`src/rtl/capture_sequencer.sv`:
```
// capture_sequencer: drives the adc_fifo strobes for one scope acquisition
// (clear, pre-trigger fill, sliding-window trigger wait, post fill, readout).
module capture_sequencer #(
  parameter int DEPTH      = 1024,
  parameter int PRE_DEPTH  = 256,
  parameter int OCC_W      = 11,
  parameter int CLR_CYCLES = 4
) (
  input  logic        clk,
  input  logic        rst,
  input  logic        arm,
  input  logic        abort,
  input  logic        single_mode,
  input  logic        trig_sig,
  input  logic        force_trig,
  input  logic [15:0] extract_num,
  input  logic        fifo_full,
  input  logic        fifo_empty,
  input  logic        rd_req,
  output logic        fifo_wr_en,
  output logic        fifo_rd_en,
  output logic        fifo_rst,
  output logic        rd_valid,
  output logic        done,
  output logic        busy,
  output logic [2:0]  state
);

  localparam int CLR_W = (CLR_CYCLES > 1) ? $clog2(CLR_CYCLES) : 1;
  localparam logic [OCC_W-1:0] OCC_PRE  = OCC_W'(PRE_DEPTH);
  localparam logic [OCC_W-1:0] OCC_FULL = OCC_W'(DEPTH);
  localparam logic [CLR_W-1:0] CLR_LAST = CLR_W'(CLR_CYCLES - 1);

  typedef enum logic [2:0] {
    S_IDLE  = 3'd0,
    S_CLEAR = 3'd1,
    S_PRE   = 3'd2,
    S_WAIT  = 3'd3,
    S_POST  = 3'd4,
    S_READ  = 3'd5
  } state_t;

  state_t           state_q, state_d;
  logic [OCC_W-1:0] occ_q, occ_d;
  logic [15:0]      dec_cnt_q, dec_cnt_d, dec_lat_q, dec_lat_d;
  logic [CLR_W-1:0] clr_cnt_q, clr_cnt_d;
  logic             trig_d_q, trig_d_d;
  logic             abt_q, abt_d;       // current CLEAR was entered by abort
  logic             fin_q, fin_d;       // last readout read issued this cycle
  logic             sm_q, sm_d;         // single_mode captured at last read
  logic             rd_pend_q, rd_pend_d;
  logic             wr_q, wr_d, rd_q, rd_d;
  logic             frst_q, frst_d, rv_q, rv_d, done_q, done_d, busy_q, busy_d;

  logic             run, stb, trig_edge, aborting, enter_clr;
  logic [OCC_W-1:0] occ_inc;

  // Next-state, counters and registered-strobe computation
  always_comb begin
    state_d   = state_q;
    occ_d     = occ_q;
    dec_cnt_d = dec_cnt_q;
    dec_lat_d = dec_lat_q;
    clr_cnt_d = clr_cnt_q;
    abt_d     = abt_q;
    sm_d      = sm_q;
    fin_d     = 1'b0;
    rd_pend_d = 1'b0;
    wr_d      = 1'b0;
    rd_d      = 1'b0;
    enter_clr = 1'b0;
    trig_d_d  = trig_sig;

    trig_edge = trig_sig & ~trig_d_q;
    occ_inc   = occ_q + OCC_W'(1);
    run       = (state_q == S_PRE) || (state_q == S_WAIT) || (state_q == S_POST);
    stb       = run && (dec_cnt_q == dec_lat_q);
    aborting  = abort && (state_q != S_IDLE);

    if (run) dec_cnt_d = stb ? 16'd0 : dec_cnt_q + 16'd1;

    if (aborting) begin
      enter_clr = 1'b1;
      abt_d     = 1'b1;
    end else begin
      case (state_q)
        S_IDLE: if (arm) begin
          enter_clr = 1'b1;
          abt_d     = 1'b0;
        end
        S_CLEAR: begin
          occ_d = '0;
          if (clr_cnt_q == CLR_LAST) begin
            state_d   = abt_q ? S_IDLE : S_PRE;
            clr_cnt_d = '0;
            dec_cnt_d = 16'd0;
          end else begin
            clr_cnt_d = clr_cnt_q + CLR_W'(1);
          end
        end
        S_PRE: if (stb) begin
          wr_d  = 1'b1;
          occ_d = occ_inc;
          if (occ_inc == OCC_PRE) state_d = S_WAIT;
        end
        S_WAIT: begin
          // push and pop together: window length stays at PRE_DEPTH
          if (stb) begin
            wr_d = 1'b1;
            rd_d = 1'b1;
          end
          if (trig_edge || force_trig) state_d = S_POST;
        end
        S_POST: begin
          if (fifo_full || (occ_q == OCC_FULL)) begin
            state_d = S_READ;
          end else if (stb) begin
            wr_d  = 1'b1;
            occ_d = occ_inc;
            if (occ_inc == OCC_FULL) state_d = S_READ;
          end
        end
        S_READ: begin
          // done_q marks the cycle the final sample is presented
          if (done_q) begin
            if (sm_q) state_d = S_IDLE;
            else begin
              enter_clr = 1'b1;
              abt_d     = 1'b0;
            end
          end else if (rd_req && (occ_q != '0) && !fifo_empty) begin
            rd_d      = 1'b1;
            rd_pend_d = 1'b1;
            occ_d     = occ_q - OCC_W'(1);
            if (occ_q == OCC_W'(1)) begin
              fin_d = 1'b1;
              sm_d  = single_mode;
            end
          end
        end
        default: state_d = S_IDLE;
      endcase
    end

    if (enter_clr) begin
      state_d   = S_CLEAR;
      clr_cnt_d = '0;
      occ_d     = '0;
      dec_lat_d = extract_num;
    end

    frst_d = (state_d == S_CLEAR);
    busy_d = (state_d != S_IDLE);
    rv_d   = rd_pend_q && !aborting;
    done_d = fin_q && !aborting;
  end

  // State and output registers
  always_ff @(posedge clk or posedge rst) begin
    if (rst) begin
      state_q   <= S_IDLE;
      occ_q     <= '0;
      dec_cnt_q <= '0;
      dec_lat_q <= '0;
      clr_cnt_q <= '0;
      trig_d_q  <= 1'b0;
      abt_q     <= 1'b0;
      fin_q     <= 1'b0;
      sm_q      <= 1'b0;
      rd_pend_q <= 1'b0;
      wr_q      <= 1'b0;
      rd_q      <= 1'b0;
      frst_q    <= 1'b0;
      rv_q      <= 1'b0;
      done_q    <= 1'b0;
      busy_q    <= 1'b0;
    end else begin
      state_q   <= state_d;
      occ_q     <= occ_d;
      dec_cnt_q <= dec_cnt_d;
      dec_lat_q <= dec_lat_d;
      clr_cnt_q <= clr_cnt_d;
      trig_d_q  <= trig_d_d;
      abt_q     <= abt_d;
      fin_q     <= fin_d;
      sm_q      <= sm_d;
      rd_pend_q <= rd_pend_d;
      wr_q      <= wr_d;
      rd_q      <= rd_d;
      frst_q    <= frst_d;
      rv_q      <= rv_d;
      done_q    <= done_d;
      busy_q    <= busy_d;
    end
  end

  assign fifo_wr_en = wr_q;
  assign fifo_rd_en = rd_q;
  assign fifo_rst   = frst_q;
  assign rd_valid   = rv_q;
  assign done       = done_q;
  assign busy       = busy_q;
  assign state      = state_q;

endmodule

```
`config.mk`:
```
export PLATFORM = sky130hd
export DESIGN_NAME = capture_sequencer
export DESIGN_NICKNAME = d
export VERILOG_FILES = /design/src/rtl/capture_sequencer.sv
export SDC_FILE = /design/constraint.sdc
export NUM_CORES = 1
export LEC_CHECK = 0
export CORE_ASPECT_RATIO = 0.75
export CORE_UTILIZATION = 50
export CTS_CLUSTER_SIZE = 20
export DETAILED_ROUTE_END_ITERATION = 8
export GPL_TIMING_DRIVEN = 0
export PLACE_DENSITY_LB_ADDON = 0.3
export RECOVER_POWER = 50
export SLEW_MARGIN = 10
export SYNTH_ARGS = -nofsm -noshare
export SYNTH_HDL_FRONTEND = slang
export SYNTH_SLANG_ARGS = --single-unit
```
`constraint.sdc`:
```
create_clock -name clk -period 2.4 [get_ports clk]
set_input_delay 0.36 -clock clk [delete_from_list [all_inputs] [get_ports clk]]
set_output_delay 0.36 -clock clk [all_outputs]
set_load 0.02 [all_outputs]
```
# Word level (Yosys, flattened, before mapping)
# Cells that the tools add are included.
[word_totals]
ram_bits = 0
in_bits = 26
mem_count = 0
word_cells = 121
register_bits = 59
rom_bits = 0
latch_bits = 0
[classes]
n_eq_ne = 19
shift = 0
n_mux = 54
n_reduce_logical = 24
mul = 0
addsub = 4
bitwise = 4
div = 0
n_lt_le_gt_ge = 0
[ops]
columns = ["op", "count"]
rows = [
  ["$mux W16", 5],
  ["$mux W11", 6],
  ["$pmux W11 S4", 1],
  ["$mux W3", 11],
  ["$eq A11 B11 Y1 const B", 2],
  ["$mux W1", 21],
  ["$ne A3 B3 Y1 const B", 6],
  ["$pmux W3 S6", 1],
  ["$add A16 B1 Y16 const B", 1],
  ["$eq A16 B16 Y1", 1],
  ["$add A11 B1 Y11 const B", 1],
  ["$eq A11 B1 Y1 const B", 1],
  ["$eq A11 B9 Y1 const B", 1],
  ["$reduce_bool A11 Y1", 1],
  ["$sub A11 B1 Y11 const B", 1],
  ["$mux W2", 5],
  ["$reduce_and A5 Y1", 2],
  ["$reduce_bool A3 Y1", 3],
  ["$pmux W1 S2", 4],
  ["$eq A3 B1 Y1 const B", 2],
  ["$eq A3 B2 Y1 const B", 2],
  ["$eq A3 B3 Y1 const B", 2],
  ["$logic_and A1 B1 Y1", 6],
  ["$reduce_bool A5 Y1", 1],
  ["other kinds (12)", 18],
]

# Depth between registers and ports, before layout
# Gate-level depths: netlist of run 1.
[depth]
depth_word = 10
mapped_depth = 10

# Least setup slack after synthesis of run 1
# OpenSTA, ideal clock, no wires.
[synth_path]
path_kind = "register to register"
from = "register occ_q[0]"
to = "register sm_q"
setup_ns = 0.127
path_stages_with_launch = 9
n_path_buf = 0
path_slack_ns = 0.202
period_less_slack_ns = 2.198
t_required_ns = 2.273
t_arrival_ns = 2.071
path_cell_list = "dfrtp_1 inv_1 ha_1 nor3b_2 and3_4 a21o_4 or3_4 nor2_2 mux2_1"
[synth_via]
elab_chain_len = 4
[synth_lines]
columns = ["element", "line", "source"]
rows = [
  ["start, declared", "44", "logic [OCC_W-1:0] occ_q, occ_d;"],
  ["start signal, assigned", "162", "occ_q <= '0;"],
  ["start signal, assigned", "179", "occ_q <= occ_d;"],
  ["$reduce_bool A11 Y1", "131", "end else if (rd_req && (occ_q != '0) && !fifo_empty) begin"],
  ["$logic_and A1 B1 Y1 (2 in series)", "131", ""],
  ["$reduce_and A5 Y1 (no line) *", "--", ""],
  ["end signal, assigned", "186", "sm_q <= sm_d;"],
  ["end, declared", "50", "logic sm_q, sm_d;"],
]
# Mark *: on every way between the ends. The rest lies on a longest branch, timed or not.
# A chain may end at the register's enable or synchronous reset.

# Final worst setup path of run 1
[layout_path]
from = "register occ_q[1]"
to = "register occ_q[0]"
[layout_via]
elab_chain_len = 5
[layout_lines]
columns = ["element", "line"]
rows = [
  ["$reduce_bool A11 Y1", "131"],
  ["$logic_and A1 B1 Y1 (2 in series)", "131"],
  ["$ne A3 B3 Y1 (no line)", "--"],
  ["$reduce_and A5 Y1 (no line) *", "--"],
]
# Marked as above.

==> metrics.csv, run 1 <==
stage,metric,value,unit
clocking,CTS tree,done,
finish,Antenna Diode Count,0,
critical_path,cell family with most CP delay,compound AO/OA/AOI/OAI gates,
routing,DR vias,3177,
sta,setup ws final,-0.0159,ns
finish,Layout fillers,598,
clocking,H-tree depth,3,
synth,"Seq/Total Area, Yosys",41.5,%
critical_path,crit path buf inv count,3,
power_and_ir_drop,internal power,2.90,mW
synth,Synth warnings,0,
power_and_ir_drop,Max VDD drop,564,µV
global_routing,first-pass GRT wire length,14700,µm
routing,DRC viols,0,
synth,Synth Area in XOR/XNOR,9.35,%
outcome,violated checks,setup timing,
synth,syn nets,429,
synth,area fraction in compound gates after synthesis,14.2,%
floorplanning,die area,7460,µm²
power_and_ir_drop,switching pwr,1.96,mW
synth,main combinational cell family by area after synthesis,simple AND/OR/NAND/NOR gates,
synth,Syn Std Cell Area,3560,µm²
finish,Finished Cell Area,4280,µm²
critical_path,Critical Path End Type,flop,
outcome,outcome,"complete, but fails checks",
synth,adder-cell share of the synthesized area,1.76,%
synth,mux share of post-synthesis cell area,2.11,%
floorplanning,area of the core,6830,µm²
finish,Final nets,478,
critical_path,Critical Path Source Type,flop,
global_routing,Tot GR Track Use,26.3,%
power_and_ir_drop,pwr dens,1130,nW/µm²
clocking,Worst-Skew Late Latency,0.34,ns
place,dpl hpwl,6470,µm
min_path,Hold Crit Class,reg -> reg,
global_routing,number of global-route vias before repair,2914,
synth,Mean Syn Cell Area,8.94,µm²
sta,post-route setup TNS,-0.0159,ns
critical_path,CP Data Arrival Time,2.63,ns
critical_path,kind of critical path,reg -> reg,
finish,share of layout cells above drive strength 1,12.6,%
global_routing,pin count of the biggest net entering global routing,60,
routing,Starting DRT DRC Count,291,
synth,"Top FF cell, synth",dfrtp_1,
critical_path,CP cell instances,"clkbuf_4, inv_1, ha_1, nor3b_4, a41oi_2, nand2b_4, a31oi_4, buf_4, o211ai_1, o41ai_1",
routing,routed len/inst,17.2,µm
finish,fin cells,536,
power_and_ir_drop,switching share of power,40.3,%
critical_path,slowest cell delay on critical path,0.38,ns
floorplanning,Core Rows,26,
floorplanning,Die H,75.1,µm
sta,setup violators final,1,
place,buffers added on ports,34,
synth,Synth Register Bits,59,
routing,via/cell ratio,5.93,
synth,post-synthesis simple-gate area fraction,26.2,%
place,RePlAce Congestion,0.910,
sta,"Slew Viols, Final",0,
synth,Post-synth EDFFs,0,
routing,1st-pass router iterations,6,
global_routing,antenna violations before repair,0,
critical_path,Crit-path slowest cell,dfrtp_1,
sta,Fmax,414,MHz
routing,Detail Route Antenna Nets,0,
sta,fin crit share,101,%
floorplanning,Initial Utilization,52.1,%
floorplanning,die width,99.4,µm
clocking,CTS buffer count,9,
power_and_ir_drop,sequential share of power,35.5,%
routing,drt total wl,9200,µm
power_and_ir_drop,Leakage,1.85,nW
clocking,Sink Count,59,
clocking,root buf cell,clkbuf_8,
place,cell count after placement,516,
sta,Rel. slew slack,19.6,%
place,Post-DP Area,4010,µm²
critical_path,crit path max fanout,9,
finish,"most common cell after layout, fill and taps aside",nand2_1,
clocking,Clock Path Buffers,2,
power_and_ir_drop,Combinational Power Share,43.0,%
power_and_ir_drop,share of total power in the clock network,21.5,%
synth,ys async rst share,100,%
critical_path,critical path required time,2.61,ns
synth,synth unique cells,71,
global_routing,GR Overflow Total,0,
synth,Post-Synthesis Cells,398,
finish,Layout area overhead,20.4,%
sta,Final Hold Viols,0,
job,max_cap viols,0,
sta,Worst-Margin Slew,1.20,ns
finish,"commonest non-fill, non-tap cells in the layout","72 x nand2_1, 58 x dfrtp_1, 42 x nor2_1",
sta,minimum clock period,2.42,ns
clocking,hold_buf cts,0,
sta,Clock Skews,0.00638,ns
clocking,"CTS clk-pin slew, worst paths",0.07,ns
floorplanning,number of I/O pins,35,
## kinds of logic (layout without fill, tap and decap cells)
family / count (synthesis) / count (layout)
flops: 59 / 59
compound gates: 71 / 71
mux: 6 / 6
xor+xnor: 38 / 38
buf+inv: 34 / 88
fa+ha+maj: 5 / 5
simple gates: 185 / 185
## metal layers
layer	up-vias	track usage [%]	share of wire, %
li1	1487	-	-
met1	1545	37.7	48
met2	127	39.5	44
met3	18	6.59	7.1
met4	0	7.84	1.3
met5	-	0	0
## cells in the mapped netlist, types with 4 or more instances
| master | n | area share, % |
|---|---|---|
| a21oi_1 | 19 | 2.7 |
| and2_1 | 4 | 0.70 |
| and3_1 | 8 | 1.4 |
| buf_2 | 9 | 1.3 |
| clkbuf_1 | 7 | 0.74 |
| dfrtp_1 | 59 | 41 |
| ha_1 | 5 | 1.8 |
| inv_1 | 11 | 1.2 |
| nand2_1 | 72 | 7.6 |
| nand3_1 | 11 | 1.5 |
| nand4_1 | 11 | 1.9 |
| nor2_1 | 42 | 4.4 |
| nor3_1 | 9 | 1.3 |
| o21ai_0 | 7 | 0.98 |
| o21ai_1 | 5 | 0.70 |
| xnor2_1 | 22 | 5.4 |
| xor2_1 | 16 | 3.9 |
## power by group through the flow
stage	Combinational, mW	Sequential (mW)	Clock, mW
after floorplan	1.41	1.68	0
after global placement	1.88	1.72	0
after detailed placement	1.94	1.74	0
after CTS	2.00	1.72	1.06
after global routing	2.30	1.78	1.11
final	2.09	1.73	1.04
## worst reg2reg max path, stage by stage (launching register included)
cell and delay [ns]:
dfrtp_1 0.38, clkbuf_4 0.18, inv_1 0.10, ha_1 0.19, nor3b_4 0.29, a41oi_2 0.19
nand2b_4 0.21, a31oi_4 0.33, buf_4 0.18, o211ai_1 0.11, o41ai_1 0.12
## flip-flops by register name (all words and copies together) (netlist names), 2 cells and up
register,cells
occ_q,11
dec_cnt_q,16
clr_cnt_q,2
dec_lat_q,16
state,3
## metrics by stage
step	total power, mW	utilization [%]	setup slack [ns]	hold WS (ns)
2_1_floorplan	3.09	-	0.202	0.391
3_3_place_gp	3.61	58.6	-0.529	0.434
3_5_place_dp	3.68	58.6	-0.107	0.443
4_1_cts	4.78	62.2	0.0155	0.462
5_1_grt	5.19	62.7	-0.0651	0.489
6_report	4.86	62.7	-0.0159	0.457
## worst paths after layout
path                                from  cells after the start  slack [ns]           end
worst max register to register  occ_q[1]                     10       -0.02      occ_q[0]
min in group asynchronous            rst                      2        0.80  dec_cnt_q[5]
worst min-delay path               fin_q                      1        0.46          done
max in group asynchronous            rst                      2        0.79      occ_q[0]
worst max-delay path            occ_q[1]                     10       -0.02      occ_q[0]
worst min register to register     fin_q                      1        0.46          done
## area by class of cell
type	instances	area, µm²	share of cell area, %
Timing Repair Buffer	38	370	8.64
Sequential cell	59	1480	34.5
Clock inverter	4	72.6	1.69
Tap cell	84	105	2.45
Buffer	23	135	3.15
Multi-Input combinational cell	305	1930	45.0
Inverter	11	41.3	0.964
Clock buffer	12	155	3.62
## repair_timing
| action | 4_1_cts | 5_1_grt |
|---|---|---|
| setup buffers | 1 | 3 |
| resized for setup | 1 | 4 |
| pin swaps | 0 | 1 |
| endpoints found under the hold margin | 0 | 0 |
| endpoints found under the setup margin | 7 | 7 |
Note: power is estimated with default switching activity, not from simulation.
==> run 2, diff against run 1 <==
Settings changed: CORE_MARGIN set to 2.
==> metrics.csv, run 2 (synthesis results as in run 1) <==
stage,metric,value,unit,change
routing,drt total wl,9080,µm,was 9200 µm
place,buffers added on ports,34,,unchanged
clocking,hold_buf cts,0,,unchanged
clocking,Sink Count,59,,unchanged
sta,"Slew Viols, Final",0,,unchanged
job,max_cap viols,0,,unchanged
global_routing,antenna violations before repair,0,,unchanged
finish,Antenna Diode Count,0,,unchanged
critical_path,worst reg2reg path startpoint,occ_q[1],,unchanged
place,Post-DP Area,4040,µm²,was 4010 µm²
floorplanning,die width,101,µm,was 99.4 µm
critical_path,crit path max fanout,9,,unchanged
sta,setup violators final,0,,was 1
finish,"commonest non-fill, non-tap cells in the layout","72 x nand2_1, 58 x dfrtp_1, 42 x nor2_1",,unchanged
place,dpl hpwl,6570,µm,was 6470 µm
floorplanning,Die H,77.1,µm,was 75.1 µm
finish,"most common cell after layout, fill and taps aside",nand2_1,,unchanged
critical_path,Critical Path Source Type,flop,,unchanged
clocking,"CTS clk-pin slew, worst paths",0.08,ns,was 0.07 ns
min_path,Hold Crit Class,reg -> reg,,unchanged
critical_path,Critical Path End Type,flop,,unchanged
clocking,CTS tree,done,,unchanged
sta,worst hold slack,0.455,ns,was 0.457 ns
power_and_ir_drop,pwr dens,1090,nW/µm²,was 1130 nW/µm²
sta,Clock Skews,0.00985,ns,was 0.00638 ns
clocking,root buf cell,clkbuf_8,,unchanged
critical_path,FF-to-FF path depth,9,,was 10
finish,Layout area overhead,21.5,%,was 20.4%
routing,routed len/inst,16.5,µm,was 17.2 µm
routing,via/cell ratio,5.69,,was 5.93
routing,Detail Route Antenna Nets,0,,unchanged
power_and_ir_drop,Max VDD drop,500,µV,was 564 µV
place,RePlAce Congestion,0.932,,was 0.910
critical_path,critical path required time,2.62,ns,was 2.61 ns
routing,1st-pass router iterations,5,,was 6
finish,Finished Cell Area,4320,µm²,was 4280 µm²
finish,share of layout cells above drive strength 1,13.5,%,was 12.6%
floorplanning,area of the core,6860,µm²,was 6830 µm²
sta,Final Hold Viols,0,,unchanged
floorplanning,Initial Utilization,51.8,%,was 52.1%
sta,Worst-Margin Slew,1.00,ns,was 1.20 ns
power_and_ir_drop,Leakage,1.86,nW,was 1.85 nW
clocking,CTS buffer count,9,,unchanged
critical_path,RR Endpoint,occ_q[7],,was occ_q[0]
floorplanning,die area,7810,µm²,was 7460 µm²
global_routing,GR Overflow Total,0,,unchanged
global_routing,first-pass GRT wire length,14700,µm,about the same
floorplanning,number of I/O pins,35,,unchanged
min_path,hold worst-path end,done,,unchanged
clocking,Worst-Skew Late Latency,0.34,ns,about the same
clocking,Clock Path Buffers,2,,unchanged
global_routing,Global Route met2 Usage,32.3,%,was 39.5%
global_routing,pin count of the biggest net entering global routing,35,,was 60
critical_path,kind of critical path,reg -> reg,,unchanged
global_routing,met3 usage,8.39,%,was 6.59%
finish,biggest regs,"dec_cnt_q: 16 flops, dec_lat_q: 16 flops, occ_q: 11 flops",,unchanged
sta,minimum clock period,2.30,ns,was 2.42 ns
floorplanning,Core Rows,26,,unchanged
routing,DRC viols,0,,unchanged
min_path,Hold Crit Depth,1,,unchanged
sta,post-route setup TNS,0,ns,was -0.0159 ns
sta,Fmax,434,MHz,was 414 MHz
critical_path,CP Data Arrival Time,2.52,ns,was 2.63 ns
routing,DR vias,3135,,was 3177
finish,Final nets,479,,was 478
finish,Layout Utilization,63.0,%,was 62.7%
min_path,hold_sp,fin_q,,unchanged
critical_path,r2r setup slk,0.1,ns,was -0.02 ns
global_routing,met1 Use GR,37.3,%,was 37.7%
global_routing,GRT busiest layer,met1,,was met2
sta,fin crit share,95.9,%,was 101%
routing,Starting DRT DRC Count,309,,was 291
global_routing,number of global-route vias before repair,2923,,was 2914
outcome,outcome,completed,,"was complete, but fails checks"
sta,Rel. slew slack,33.2,%,was 19.6%
clocking,H-tree depth,3,,unchanged
global_routing,Tot GR Track Use,24.5,%,was 26.3%
==> run 2: cell types whose count changed in the layout (fill, tap and decap cells not counted), sizes merged <==
cell / before / now
clkbuf: 21 / 18
inv: 11 / 12
buf: 18 / 20
clkinvlp: 1 / 2
bufinv: 2 / 1
clkinv: 1 / 2
==> run 2: worst max path at each step <==
stage / startpoint / end
CTS: occ_q[1] / sm_q
finish: occ_q[1] / occ_q[7]
floorplan: occ_q[0] / sm_q
global placement: rst / occ_q[1]
detailed placement: arm / dec_lat_q[14]
global route: occ_q[1] / occ_q[8]
==> run 2: critical path, stage by stage (launching register included) <==
cell	delay, ns
dfrtp_1	0.38
buf_4	0.17
inv_1	0.12
ha_4	0.15
nor3b_4	0.29
a41oi_2	0.19
nand2b_4	0.21
a31oi_4	0.32
nor2_4	0.11
a32o_1	0.23
==> run 2: per-layer routing <==
metal / part of all wire (%) / vias up
met5: 0 / -
met4: 1.4 / 0
met3: 8.1 / 14
met2: 42 / 134
met1: 48 / 1498
li1: - / 1489
==> run 2: cell type report <==
type                            count  area, µm²
Fill cell                         584       2540
Multi-Input combinational cell    305       1950
Sequential cell                    59       1480
Timing Repair Buffer               39        398
Clock buffer                       10        138
Buffer                             23        136
Tap cell                           98        123
Clock inverter                      6       63.8
Inverter                           11       41.3
==> run 2: power breakdown <==
group / switching [mW] / leakage (nW) / internal [mW]
clock: 0.417 / 0.0987 / 0.507
combinational: 1.15 / 1.01 / 0.920
sequential: 0.379 / 0.747 / 1.35
total: 1.95 / 1.86 / 2.78
==> run 2: what timing repair did <==
action | 4_1_cts | 5_1_grt
setup endpoints to repair | 7 | 14
setup buffers | 1 | 3
resized for setup | 3 | 10
pin swaps | 0 | 4
==> run 2: through the flow <==
| step | std cells | total power [mW] | worst slack [ns] |
|---|---|---|---|
| 2_1_floorplan | 398 | 3.09 | 0.202 |
| 3_3_place_gp | 530 | 3.61 | -0.495 |
| 3_5_place_dp | 531 | 3.66 | -0.140 |
| 4_1_cts | 548 | 4.64 | 0.0230 |
| 5_1_grt | 551 | 5.06 | -0.0110 |
| 6_report | 551 | 4.72 | 0.0977 |
